$ cat config.mk
export PLATFORM = sky130hd
export DESIGN_NAME = fc_weight_fetch
export DESIGN_NICKNAME = d
export VERILOG_FILES = /design/src/rtl/fc_weight_fetch.sv
export SDC_FILE = /design/constraint.sdc
export NUM_CORES = 1
export LEC_CHECK = 0
export CORE_MARGIN = 3
export CORE_UTILIZATION = 45
export CTS_CLUSTER_DIAMETER = 80
export DETAILED_ROUTE_END_ITERATION = 8
export PLACE_DENSITY = 0.73
export SLEW_MARGIN = 20
export SYNTH_ARGS = -nofsm -noshare
export SYNTH_HDL_FRONTEND = slang
export SYNTH_SLANG_ARGS = --single-unit
export TNS_END_PERCENT = 30
$ cat constraint.sdc
create_clock -name clock -period 3.6 [get_ports clock]
set_input_delay 0.54 -clock clock [delete_from_list [all_inputs] [get_ports clock]]
set_output_delay 0.54 -clock clock [all_outputs]
set_load 0.02 [all_outputs]
$ cat src/rtl/fc_weight_fetch.sv
`default_nettype none
// +--------------------------------------------------------------------------+
// | Module  : fc_weight_fetch                                                |
// | Purpose : Read-side sequencer for the fully-connected weight ROMs.       |
// |           Walks a contiguous, wrapping run of `count` words from         |
// |           `base_addr`, two words per cycle on the dual-port ROM, and     |
// |           streams the pairs to the MAC datapath over valid/ready.        |
// |           A 4-entry output FIFO plus a credit check absorbs the ROM's    |
// |           one-cycle read latency and downstream backpressure.            |
// | Ports   : clock, reset_n (async, active-low)                             |
// |           start, base_addr, count            - job request              |
// |           address_a/address_b, q_a/q_b       - ROM read port            |
// |           out_valid/out_ready, out_a, out_b,                             |
// |           out_b_valid, out_last              - weight-pair stream       |
// |           busy, done                         - job status               |
// | Revision: 1.0 - initial release                                          |
// +--------------------------------------------------------------------------+
module fc_weight_fetch #(
  parameter int ADDR_W = 9,
  parameter int DATA_W = 16
) (
  input  logic              clock,
  input  logic              reset_n,
  input  logic              start,
  input  logic [ADDR_W-1:0] base_addr,
  input  logic [ADDR_W:0]   count,
  output logic [ADDR_W-1:0] address_a,
  output logic [ADDR_W-1:0] address_b,
  input  logic [DATA_W-1:0] q_a,
  input  logic [DATA_W-1:0] q_b,
  output logic              out_valid,
  input  logic              out_ready,
  output logic [DATA_W-1:0] out_a,
  output logic [DATA_W-1:0] out_b,
  output logic              out_b_valid,
  output logic              out_last,
  output logic              busy,
  output logic              done
);

  localparam logic [3:0]        c_FIFO_DEPTH = 4'd4;
  localparam logic [ADDR_W:0]   c_CNT_ONE    = (ADDR_W+1)'(1);
  localparam logic [ADDR_W:0]   c_CNT_TWO    = (ADDR_W+1)'(2);
  localparam logic [ADDR_W-1:0] c_ADDR_ONE   = ADDR_W'(1);
  localparam logic [ADDR_W-1:0] c_ADDR_TWO   = ADDR_W'(2);

  typedef enum logic [1:0] {
    ST_IDLE  = 2'd0,
    ST_ISSUE = 2'd1,
    ST_DRAIN = 2'd2
  } state_t;

  state_t r_state;
  state_t w_state_next;

  // Issue-side registers
  logic [ADDR_W-1:0] r_ptr;
  logic [ADDR_W:0]   r_remain;
  logic [ADDR_W-1:0] r_addr_a;
  logic [ADDR_W-1:0] r_addr_b;

  // Tag pipeline: stage 1 aligns with the address, stage 2 with q_*
  logic r_s1_valid, r_s1_bv, r_s1_last;
  logic r_s2_valid, r_s2_bv, r_s2_last;

  // Output FIFO
  logic [DATA_W-1:0] r_fifo_a    [4];
  logic [DATA_W-1:0] r_fifo_b    [4];
  logic              r_fifo_bv   [4];
  logic              r_fifo_last [4];
  logic [1:0]        r_wr_ptr;
  logic [1:0]        r_rd_ptr;
  logic [2:0]        r_occ;

  logic r_done;

  // Combinational
  logic              w_push;
  logic              w_pop;
  logic              w_head_last;
  logic [1:0]        w_inflight;
  logic [3:0]        w_credit;
  logic              w_room;
  logic              w_issue;
  logic              w_done_set;
  logic [ADDR_W-1:0] w_cur_ptr;
  logic [ADDR_W:0]   w_cur_remain;
  logic              w_issue_bv;
  logic              w_issue_last;

  assign out_valid   = (r_occ != 3'd0);
  assign w_pop       = out_valid & out_ready;
  assign w_push      = r_s2_valid;
  assign w_head_last = r_fifo_last[r_rd_ptr];

  // Every issued pair already owns a FIFO slot: occupancy plus pairs still in
  // the ROM pipe, minus the slot freed this cycle, must leave room.
  assign w_inflight = {1'b0, r_s1_valid} + {1'b0, r_s2_valid};
  assign w_credit   = {1'b0, r_occ} + {2'b00, w_inflight} - {3'b000, w_pop};
  assign w_room     = (w_credit < c_FIFO_DEPTH);

  // The first pair is issued straight from the request inputs so that the
  // first addresses appear in the cycle after start.
  assign w_cur_ptr    = (r_state == ST_IDLE) ? base_addr : r_ptr;
  assign w_cur_remain = (r_state == ST_IDLE) ? count     : r_remain;
  assign w_issue_bv   = (w_cur_remain > c_CNT_ONE);
  assign w_issue_last = (w_cur_remain <= c_CNT_TWO);

  // State register
  always_ff @(posedge clock or negedge reset_n) begin
    if (!reset_n) begin
      r_state <= ST_IDLE;
    end else begin
      r_state <= w_state_next;
    end
  end

  // Next-state and control
  always_comb begin
    w_state_next = r_state;
    w_issue      = 1'b0;
    w_done_set   = 1'b0;
    case (r_state)
      ST_IDLE: begin
        if (start) begin
          if (count == '0) begin
            w_done_set = 1'b1;
          end else begin
            w_issue      = 1'b1;
            w_state_next = (count <= c_CNT_TWO) ? ST_DRAIN : ST_ISSUE;
          end
        end
      end
      ST_ISSUE: begin
        if (w_room) begin
          w_issue = 1'b1;
          if (r_remain <= c_CNT_TWO) begin
            w_state_next = ST_DRAIN;
          end
        end
      end
      ST_DRAIN: begin
        if (w_pop && w_head_last) begin
          w_done_set   = 1'b1;
          w_state_next = ST_IDLE;
        end
      end
      default: begin
        w_state_next = ST_IDLE;
      end
    endcase
  end

  // Issue datapath, tag pipeline and FIFO bookkeeping
  always_ff @(posedge clock or negedge reset_n) begin
    if (!reset_n) begin
      r_ptr      <= '0;
      r_remain   <= '0;
      r_addr_a   <= '0;
      r_addr_b   <= '0;
      r_s1_valid <= 1'b0;
      r_s1_bv    <= 1'b0;
      r_s1_last  <= 1'b0;
      r_s2_valid <= 1'b0;
      r_s2_bv    <= 1'b0;
      r_s2_last  <= 1'b0;
      r_wr_ptr   <= '0;
      r_rd_ptr   <= '0;
      r_occ      <= '0;
      r_done     <= 1'b0;
    end else begin
      if (w_issue) begin
        r_addr_a <= w_cur_ptr;
        // An odd tail reads the same word on both ports; lane b is tagged
        // invalid so the duplicate never reaches the consumer.
        r_addr_b <= w_issue_bv ? (w_cur_ptr + c_ADDR_ONE) : w_cur_ptr;
        r_ptr    <= w_cur_ptr + c_ADDR_TWO;
        r_remain <= w_issue_bv ? (w_cur_remain - c_CNT_TWO) : '0;
      end
      r_s1_valid <= w_issue;
      r_s1_bv    <= w_issue & w_issue_bv;
      r_s1_last  <= w_issue & w_issue_last;
      r_s2_valid <= r_s1_valid;
      r_s2_bv    <= r_s1_bv;
      r_s2_last  <= r_s1_last;

      if (w_push) begin
        r_wr_ptr <= r_wr_ptr + 2'd1;
      end
      if (w_pop) begin
        r_rd_ptr <= r_rd_ptr + 2'd1;
      end
      case ({w_push, w_pop})
        2'b10:   r_occ <= r_occ + 3'd1;
        2'b01:   r_occ <= r_occ - 3'd1;
        default: r_occ <= r_occ;
      endcase

      r_done <= w_done_set;
    end
  end

  // FIFO storage needs no reset: every read is gated by occupancy.
  always_ff @(posedge clock) begin
    if (w_push) begin
      r_fifo_a[r_wr_ptr]    <= q_a;
      r_fifo_b[r_wr_ptr]    <= q_b;
      r_fifo_bv[r_wr_ptr]   <= r_s2_bv;
      r_fifo_last[r_wr_ptr] <= r_s2_last;
    end
  end

  assign address_a   = r_addr_a;
  assign address_b   = r_addr_b;
  assign out_a       = out_valid ? r_fifo_a[r_rd_ptr] : '0;
  assign out_b       = out_valid ? r_fifo_b[r_rd_ptr] : '0;
  assign out_b_valid = out_valid & r_fifo_bv[r_rd_ptr];
  assign out_last    = out_valid & w_head_last;
  assign busy        = (r_state != ST_IDLE);
  assign done        = r_done;

endmodule
`default_nettype wire
After elaboration in Yosys (flattened, before gate mapping)
Memories as Yosys holds them, arrays and structs flattened.
Index checks and enable logic that the tools add are counted.

word-level totals
  bits in registers = 53
  bits in latches = 0
  memory bits (writable) = 136
  bits in read-only memories = 0
  memories kept = 4

operators by class
  $add $sub $neg = 10
  $mul = 0
  divide/modulo/power cells = 0
  $lt $le $gt $ge = 5
  equal/unequal tests = 9
  shift-type cells = 0
  muxes and demuxes = 24
  bitwise operators = 5
  reductions and logical operators = 7

memory list
  memory       words  bits a word  rd ports  clocked after memory_dff  write ports  line  source
  r_fifo_a     4      16           1         0                         1            67    logic [DATA_W-1:0] r_fifo_a [4];
  r_fifo_b     4      16           1         0                         1            68    logic [DATA_W-1:0] r_fifo_b [4];
  r_fifo_bv    4      1            1         0                         1            69    logic r_fifo_bv [4];
  r_fifo_last  4      1            1         0                         1            70    logic r_fifo_last [4];

operators by type and width
  operator                                                                          count
  16-bit 2-to-1 mux                                                                 2
  10-bit by 2-bit <= comparator with 1-bit output, second input constant            3
  10-bit 2-to-1 mux                                                                 2
  9-bit 2-to-1 mux                                                                  2
  2-bit 2-to-1 mux                                                                  6
  10-bit by 1-bit greater-than comparator with 1-bit output, second input constant  1
  10-bit zero test                                                                  1
  2-bit != test, second input constant                                              5
  10-bit by 2-bit subtractor with 10-bit output, second input constant              1
  9-bit by 1-bit adder with 9-bit output, second input constant                     1
  9-bit by 2-bit adder with 9-bit output, second input constant                     1
  1-bit 2-to-1 mux                                                                  8
  2-bit case mux with 3 select lines                                                1
  3-bit case mux with 2 select lines                                                1
  1-bit AND                                                                         5
  5-bit AND reduction                                                               1
  2-bit by 1-bit adder with 2-bit output, second input constant                     2
  3-bit by 2-bit adder with 4-bit output                                            1
  2-bit by 1-bit equality test with 1-bit output, second input constant             2
  2-bit equality test, second input constant                                        2
  4-bit by 3-bit < comparator with 1-bit output, second input constant              1
  1-bit case mux with 2 select lines                                                2
  2-bit nonzero test                                                                2
  4-bit by 1-bit subtractor with 4-bit output                                       1
  other kinds (6)                                                                   6

Logic depth before layout (Yosys ltp)
Gate-level depths: netlist (run 1).

  depth in word-level cells = 7
  mapped depth = 15
  depth with buffers taken out = 13

Worst setup path before layout (run 1)
OpenSTA, ideal clock, no wires.

  path type = reg-to-reg
  start = register r_occ[1]
  end = register r_remain[0]
  data arrival time = 2.697 ns
  required time = 3.478 ns
  path slack = 0.781 ns
  stages on the path, launching flop included = 15
  path buffers = 2
  path through = dfrtp_1 inv_1 nand3_1 nand2_1 xor2_1 inv_1 ha_1 nand3_1 and4b_1 o21ai_1 and2_1 buf_6 inv_2 buf_6 a32o_1

between the ends
  longest elaborated chain between the ends = 6
  elaborated cells between the ends (all ways) = 7
  those cells by class = 2 x add/sub; 1 x order compare; 2 x mux; 1 x bitwise; 1 x reduce/logical

RTL lines
  item                                                                                            line  source
  from (decl)                                                                                     73    logic [2:0] r_occ;
  from (signal assigned)                                                                          194   2'b10: r_occ <= r_occ + 3'd1;
  from (signal assigned)                                                                          195   2'b01: r_occ <= r_occ - 3'd1;
  from (signal assigned)                                                                          196   default: r_occ <= r_occ;
  parallel branches: the longest is 2 deep, another holds 3-bit by 2-bit adder with 4-bit output  --
  4-bit by 1-bit subtractor with 4-bit output (*)                                                 99    assign w_credit = {1'b0, r_occ} + {2'b00, w_inflight} - {3'b000, w_pop};
  4-bit by 3-bit < comparator with 1-bit output (*)                                               100   assign w_room = (w_credit < c_FIFO_DEPTH);
  1-bit 2-to-1 mux (*)                                                                            135   if (w_room) begin
  1-bit case mux with 2 select lines (*)                                                          123   case (r_state)
  to (signal assigned)                                                                            178   r_remain <= w_issue_bv ? (w_cur_remain - c_CNT_TWO) : '0;
  to (decl)                                                                                       58    logic [ADDR_W:0] r_remain;

Every way passes the cells marked *.
A chain may end at the register's enable or synchronous reset.

Worst setup path in the final report (run 1)
  start = register r_occ[2]
  end = register r_remain[3]

Same word-level chain as after synthesis.

==> run metrics, run 1 <==
PostCTS Resize Cnt=0; n_diodes=0; Row Count=49; LEAKAGE=about 3.6 nW; first-iteration detailed-routing DRC count=between 300 and 400; setup repair bufs after CTS=0; WP data required=3920 ps; final instance area=approximately 10,000 um^2; Mapped Nets=635; Initial Util=46.0%; Main synth FF type=edfxtp_1; Max-Cap Viols=0; relative slew slack=36.7%; drt first pass iters=5; dpl ws=-10.4 ps; DRC Markers=0; Reg2Reg Depth=12; CTS sink cnt=~190; total chip power=9.09 mW; gr usage total=a little under a fifth; final setup violation count=0; run status=finished clean; GP Congestion=around 0.86; Hold Fails Final Rpt=0; Die ar.=20,100 um^2; Area growth syn-to-layout=23.1%; Die X=142 um; Net Sw Frac=37.3%; RSZ-0062 raised after global routing=no; Int Power=5.70 mW; global-route wire length before repair=29,000 um; layout cell share with drive strength beyond 1=14.3%; number of global-route vias before repair=5,549; Syn Area/Cell=14.6 um^2; Clock Skews=10.9 ps; setup ws final=approximately 420 ps; DP Cell Count=approximately 900; most common cell after layout, fill and taps aside=edfxtp_1; Skew-Pair Late Insertion Delay=420 ps; FMAX=0.314 GHz; CP max stage cell=inv_2; crit path launch type=flip-flop; HPWL Detailed=11,900 um; core footprint=18,000 um^2; sequential power share=about a third; Synth Instances=569; CP max FO=between 40 and 50; io pins=110; CTS clk-pin slew, worst paths=80 ps; number of flops mapped to enable cells by yosys=136; Final nets=747; Post-Layout Cell Count=923; Power Dens Cells=890 nW/um^2; Max stage delay on crit path=540 ps; CTS tree=done; Final period util=88.3%; synth warn=0; routed len/inst=around 20 um; Switch Pwr=3.39 mW; Hold-fix buffers, CTS=0; Critical Path End Type=flip-flop; Fill cells=1,412; die height=142 um; post-route antenna net violation count=0; cell chain of the critical path=inv_1, nand3_1, nand2_1, or2_2, ha_1, a21oi_1, and4b_1, o21ai_1, and2_1, inv_2, o21ai_0, a32o_1; antenna violations before repair=0; Port Buffer Count=between 100 and 150; most frequent cells in the layout=edfxtp_1 (136), clkdlybuf4s50_1 (108), dfrtp_1 (51); H-tree depth=4; total routed wirelength=between 15,000 and 20,000 um; Worst Hold Class=in -> async; Async SR Flop Fraction=27.7%; Final min period=3180 ps; Worst Path Class, Setup=reg -> reg; Max IR drop VDD=0.500 mV; Slew @ Worst Pin=949 ps; Final Max Slew Viols=0; Vias per Instance=5.76; Post-Syn Area=8290 um^2; Netlist cell types=58; vias=roughly 5,300; placed cell area=9650 um^2; Worst EP arrival=3500 ps; Logic pwr share=45.5%; total congestion overflow=0; post-synthesis sequential area ratio=between 60% and 70%; pin count of the biggest net entering global routing=between 40 and 50; Clock Power Share=between 10% and 20%; number of buffers created by CTS=17; root buf cell=clkbuf_16; Max clock buf depth=2; flops & latches, synth=roughly 190
## worst max-delay path: cells and delay by family, from the launching register on
kind | cells | cell delay (ps)
flops | 1 | 410
buf+inv | 2 | 620
fa+ha+maj | 1 | 290
compound gates | 4 | 720
simple gates | 5 | 1020
## sequential cells by signal (all words and copies together), names as in the netlist, 2 cells and up
name / count
r_fifo_b: 64
address_a: 8
r_wr_ptr: 2
r_state: 2
r_remain: 10
address_b: 9
r_ptr: 9
r_fifo_bv: 4
r_fifo_last: 4
r_fifo_a: 64
r_occ: 3
r_rd_ptr: 2
## final cells by class
class	count	area (um^2)	area share, %
tap	229	287	2.81
inverter	16	60.1	0.588
clock buffer	17	425	4.17
timing repair buffer	126	1230	12.0
clock inverter	15	133	1.30
sequential	188	5390	52.8
multi-input combinational	332	2690	26.4
## per-layer routing
| metal | vias up | global-route usage (%) | share of wire (%) |
|---|---|---|---|
| li1 | 2389 | - | - |
| met1 | 2661 | 25.1 | 44 |
| met2 | 244 | 30.0 | 48 |
| met3 | 27 | 3.54 | 6.1 |
| met4 | 0 | 6.52 | 1.7 |
| met5 | - | 0 | 0 |
## path summary, 6_finish.rpt
kind	startpoint	to	slack (ps)
setup / recovery	r_occ[2]	r_remain[3]	420
hold / removal	reset_n	address_b[5]	180
setup reg to reg	r_occ[2]	r_remain[3]	420
hold reg to reg	r_s1_bv	r_s2_bv	350
max in group asynchronous	reset_n	r_remain[4]	2730
min in group clock	r_s1_bv	r_s2_bv	350
## cells in the mapped netlist (8+ instances only)
cell type,count,share of area [%]
dfrtp_1,52,16
nand3_1,14,0.85
nand2_1,28,1.3
clkbuf_1,25,1.1
nor3_1,10,0.60
ha_1,10,1.5
nor2_1,33,1.5
a21oi_1,36,2.2
mux2i_1,13,1.6
edfxtp_1,136,49
xor2_1,8,0.85
inv_1,15,0.68
nor4_1,11,0.83
xnor2_1,13,1.4
and2_1,39,2.9
o21ai_0,15,0.91
mux4_2,34,9.2
## power by group through the flow
stage               registers [mW]  clock network (mW)  logic, mW
floorplan                     3.19                   0       2.68
global placement              3.21                   0       4.09
detailed placement            3.23                   0       4.16
CTS                           3.20                1.80       4.18
global route                  3.26                1.89       4.49
finish                        3.20                1.76       4.13
## kinds of logic (layout without fill, tap and decap cells)
group / count (synthesis) / in the layout / synth area share, %
compound gates: 87 / 87 / 6.68
xor+xnor: 21 / 21 / 2.22
fa+ha+maj: 11 / 11 / 1.75
buf+inv: 49 / 174 / 2.64
flops: 188 / 188 / 64.9
mux: 52 / 52 / 11.5
simple gates: 161 / 161 / 10.3
## through the flow
step	setup TNS [ps]	hold slack, ps	utilization (%)
after floorplan	0	244	-
after detailed placement	-17.7	336	53.5
final	0	178	56.6
after CTS	0	198	56.6
after global placement	0	336	53.5
after global routing	0	222	56.6
Power figures use the tool's default switching activity.
==> run 2, diff against run 1 <==
==> constraint.sdc (replaced) <==
create_clock -name clock -period 3.4 [get_ports clock]
set_input_delay 0.51 -clock clock [delete_from_list [all_inputs] [get_ports clock]]
set_output_delay 0.51 -clock clock [all_outputs]
set_load 0.02 [all_outputs]
==> run 2 against run 1 <==
Core utilization up 0.46 points. Largest power group unchanged. Critical path type is now reg -> out. Final cell count grew 0.11%. Non-clock buffer count grew 1. Setup slack worse by 87 ps. Combinational power rose by 7.0%. Wire length decreased by 5.7%. Count of clock-buffer cells in the layout is 1 higher. First-iteration DRC count shrank 13%. Design area rose by 0.82%. Power up 7.4%. Sequential power is 6% higher. Critical path depth shrank 8.
==> run metrics, run 2 (same netlist as run 1, synthesis figures left out) <==
total chip power=9.77 mW (was 9.09 mW); most frequent cells in the layout=edfxtp_1 (136), clkdlybuf4s50_1 (108), dfrtp_1 (51) (unchanged); Worst path top cell family by delay=buffers and inverters (was simple AND/OR/NAND/NOR gates); first-iteration detailed-routing DRC count=347 (was 399); Worst Hold Class=in -> async (unchanged); Die ar.=20,100 um^2 (unchanged); largest registers=r_fifo_a: 64 flops, r_fifo_b: 64 flops, r_remain: 10 flops (unchanged); Clock Skews=15.5 ps (was 10.9 ps); RSZ-0062 raised after global routing=no (unchanged); Power Dens Cells=949 nW/um^2 (was 890 nW/um^2); number of buffers created by CTS=17 (unchanged); Max clock buf depth=2 (unchanged); PostCTS Resize Cnt=0 (unchanged); Die X=142 um (unchanged); run status=finished clean (unchanged); post-route antenna net violation count=0 (unchanged); Area growth syn-to-layout=24.1% (was 23.1%); Worst EP arrival=2560 ps (was 3500 ps); storage element area=5390 um^2 (unchanged); HPWL Detailed=11,400 um (was 11,900 um); CTS clk-pin slew, worst paths=70 ps (was 80 ps); final setup violation count=0 (unchanged); Row Count=49 (unchanged); Final min period=3070 ps; Hold-fix buffers, CTS=0 (unchanged); DRC Markers=0 (unchanged); die height=142 um (unchanged); CP Buf/Inv Count=2 (unchanged); Final nets=748 (was 747); routed len/inst=18.4 um (was 19.6 um); pin count of the biggest net entering global routing=44 (was 49); Skew-Pair Late Insertion Delay=430 ps (was 420 ps); drt first pass iters=5 (unchanged); Hold Fails Final Rpt=0 (unchanged); WP data required=2890 ps (was 3920 ps); CTS sink cnt=188 (unchanged); Final period util=about 90%; Max IR drop VDD=0.575 mV (was 0.500 mV); FMAX=0.326 GHz; total routed wirelength=17,000 um (was 18,100 um); layout cell share with drive strength beyond 1=14.4% (was 14.3%); Port Buffer Count=109 (unchanged); Fill cells=1,417 (was 1,412); n_diodes=0 (unchanged); relative slew slack=38.2% (was 36.7%); DP Cell Count=892 (was 891); io pins=110 (unchanged); core footprint=18,000 um^2 (unchanged); antenna violations before repair=0 (unchanged); Worst Path Class, Setup=reg -> out (was reg -> reg); H-tree depth=4 (unchanged); CP max stage cell=dfrtp_2 (was inv_2); Max-Cap Viols=0 (unchanged); setup TNS=0 ps (unchanged); root buf cell=clkbuf_16 (unchanged); gr usage total=17.6% (was 18.5%); Max stage delay on crit path=640 ps (was 540 ps); Initial Util=46.0% (unchanged); global-route wire length before repair=27,800 um (was 29,000 um); Post-Layout Cell Count=924 (was 923); setup repair bufs after CTS=0 (unchanged); GP Congestion=0.906 (was 0.864); Final Max Slew Viols=0 (unchanged); vias=5,229 (was 5,321); Vias per Instance=5.66 (was 5.76); CP max FO=16 (was 48); number of global-route vias before repair=5,308 (was 5,549); Slew @ Worst Pin=927 ps (was 949 ps); cell chain of the critical path=buf_12, mux4_2, and2_1, clkdlybuf4s50_1 (was inv_1, nand3_1, nand2_1, or2_2, ha_1, a21oi_1, and4b_1, o21ai_1, and2_1, inv_2, o21ai_0, a32o_1); CTS tree=done (unchanged); area of the multi-input gates=2690 um^2 (unchanged); crit path launch type=flip-flop (unchanged); total congestion overflow=0 (unchanged); most common cell after layout, fill and taps aside=edfxtp_1 (unchanged); LEAKAGE=3.66 nW (was 3.62 nW); Critical Path End Type=primary output (was flip-flop)
==> run 2: layer usage <==
| metal | track usage, % | share of wire [%] | up-vias |
|---|---|---|---|
| met1 | 23.7 | 43 | 2605 |
| met4 | 4.04 | 0.68 | 0 |
| met2 | 29.3 | 50 | 204 |
| met3 | 3.91 | 6.6 | 18 |
| met5 | 0 | 0 | - |
| li1 | - | - | 2402 |
==> run 2: area by class of cell <==
cell class,instances,share of cell area [%]
flip-flops and latches,188,52.3
multi-input cells,332,26.2
clock inverters,14,1.63
well taps,229,2.78
repair buffers,127,12.3
inverters,16,0.583
clock buffers,18,4.17
==> run 2: per-stage QoR <==
step	hold WS, ps	utilization (%)	cell area, um^2	worst slack (ps)
2_1_floorplan	214	-	8290	581
3_3_place_gp	341	53.8	9700	311
3_5_place_dp	341	53.8	9700	219
4_1_cts	201	57.1	10300	268
5_1_grt	234	57.1	10300	185
6_report	181	57.1	10300	333
==> run 2: worst paths after layout <==
check / from / end / slack [ps] / cells past startpoint
setup / recovery: r_rd_ptr[0] / out_b[13] / 330 / 4
hold / removal: reset_n / r_remain[8] / 180 / 1
setup reg to reg: r_occ[1] / r_ptr[4] / 530 / 13
hold reg to reg: r_s1_bv / r_s2_bv / 350 / 0
max in group asynchronous: reset_n / address_b[3] / 2460 / 2
min in group clock: r_s1_bv / r_s2_bv / 350 / 0
==> run 2: power breakdown <==
group	switching [mW]	internal, mW	leakage [nW]
sequential	0.351	3.03	1.83
combinational	2.31	2.11	1.54
clock	0.904	1.06	0.291
total	3.57	6.20	3.66
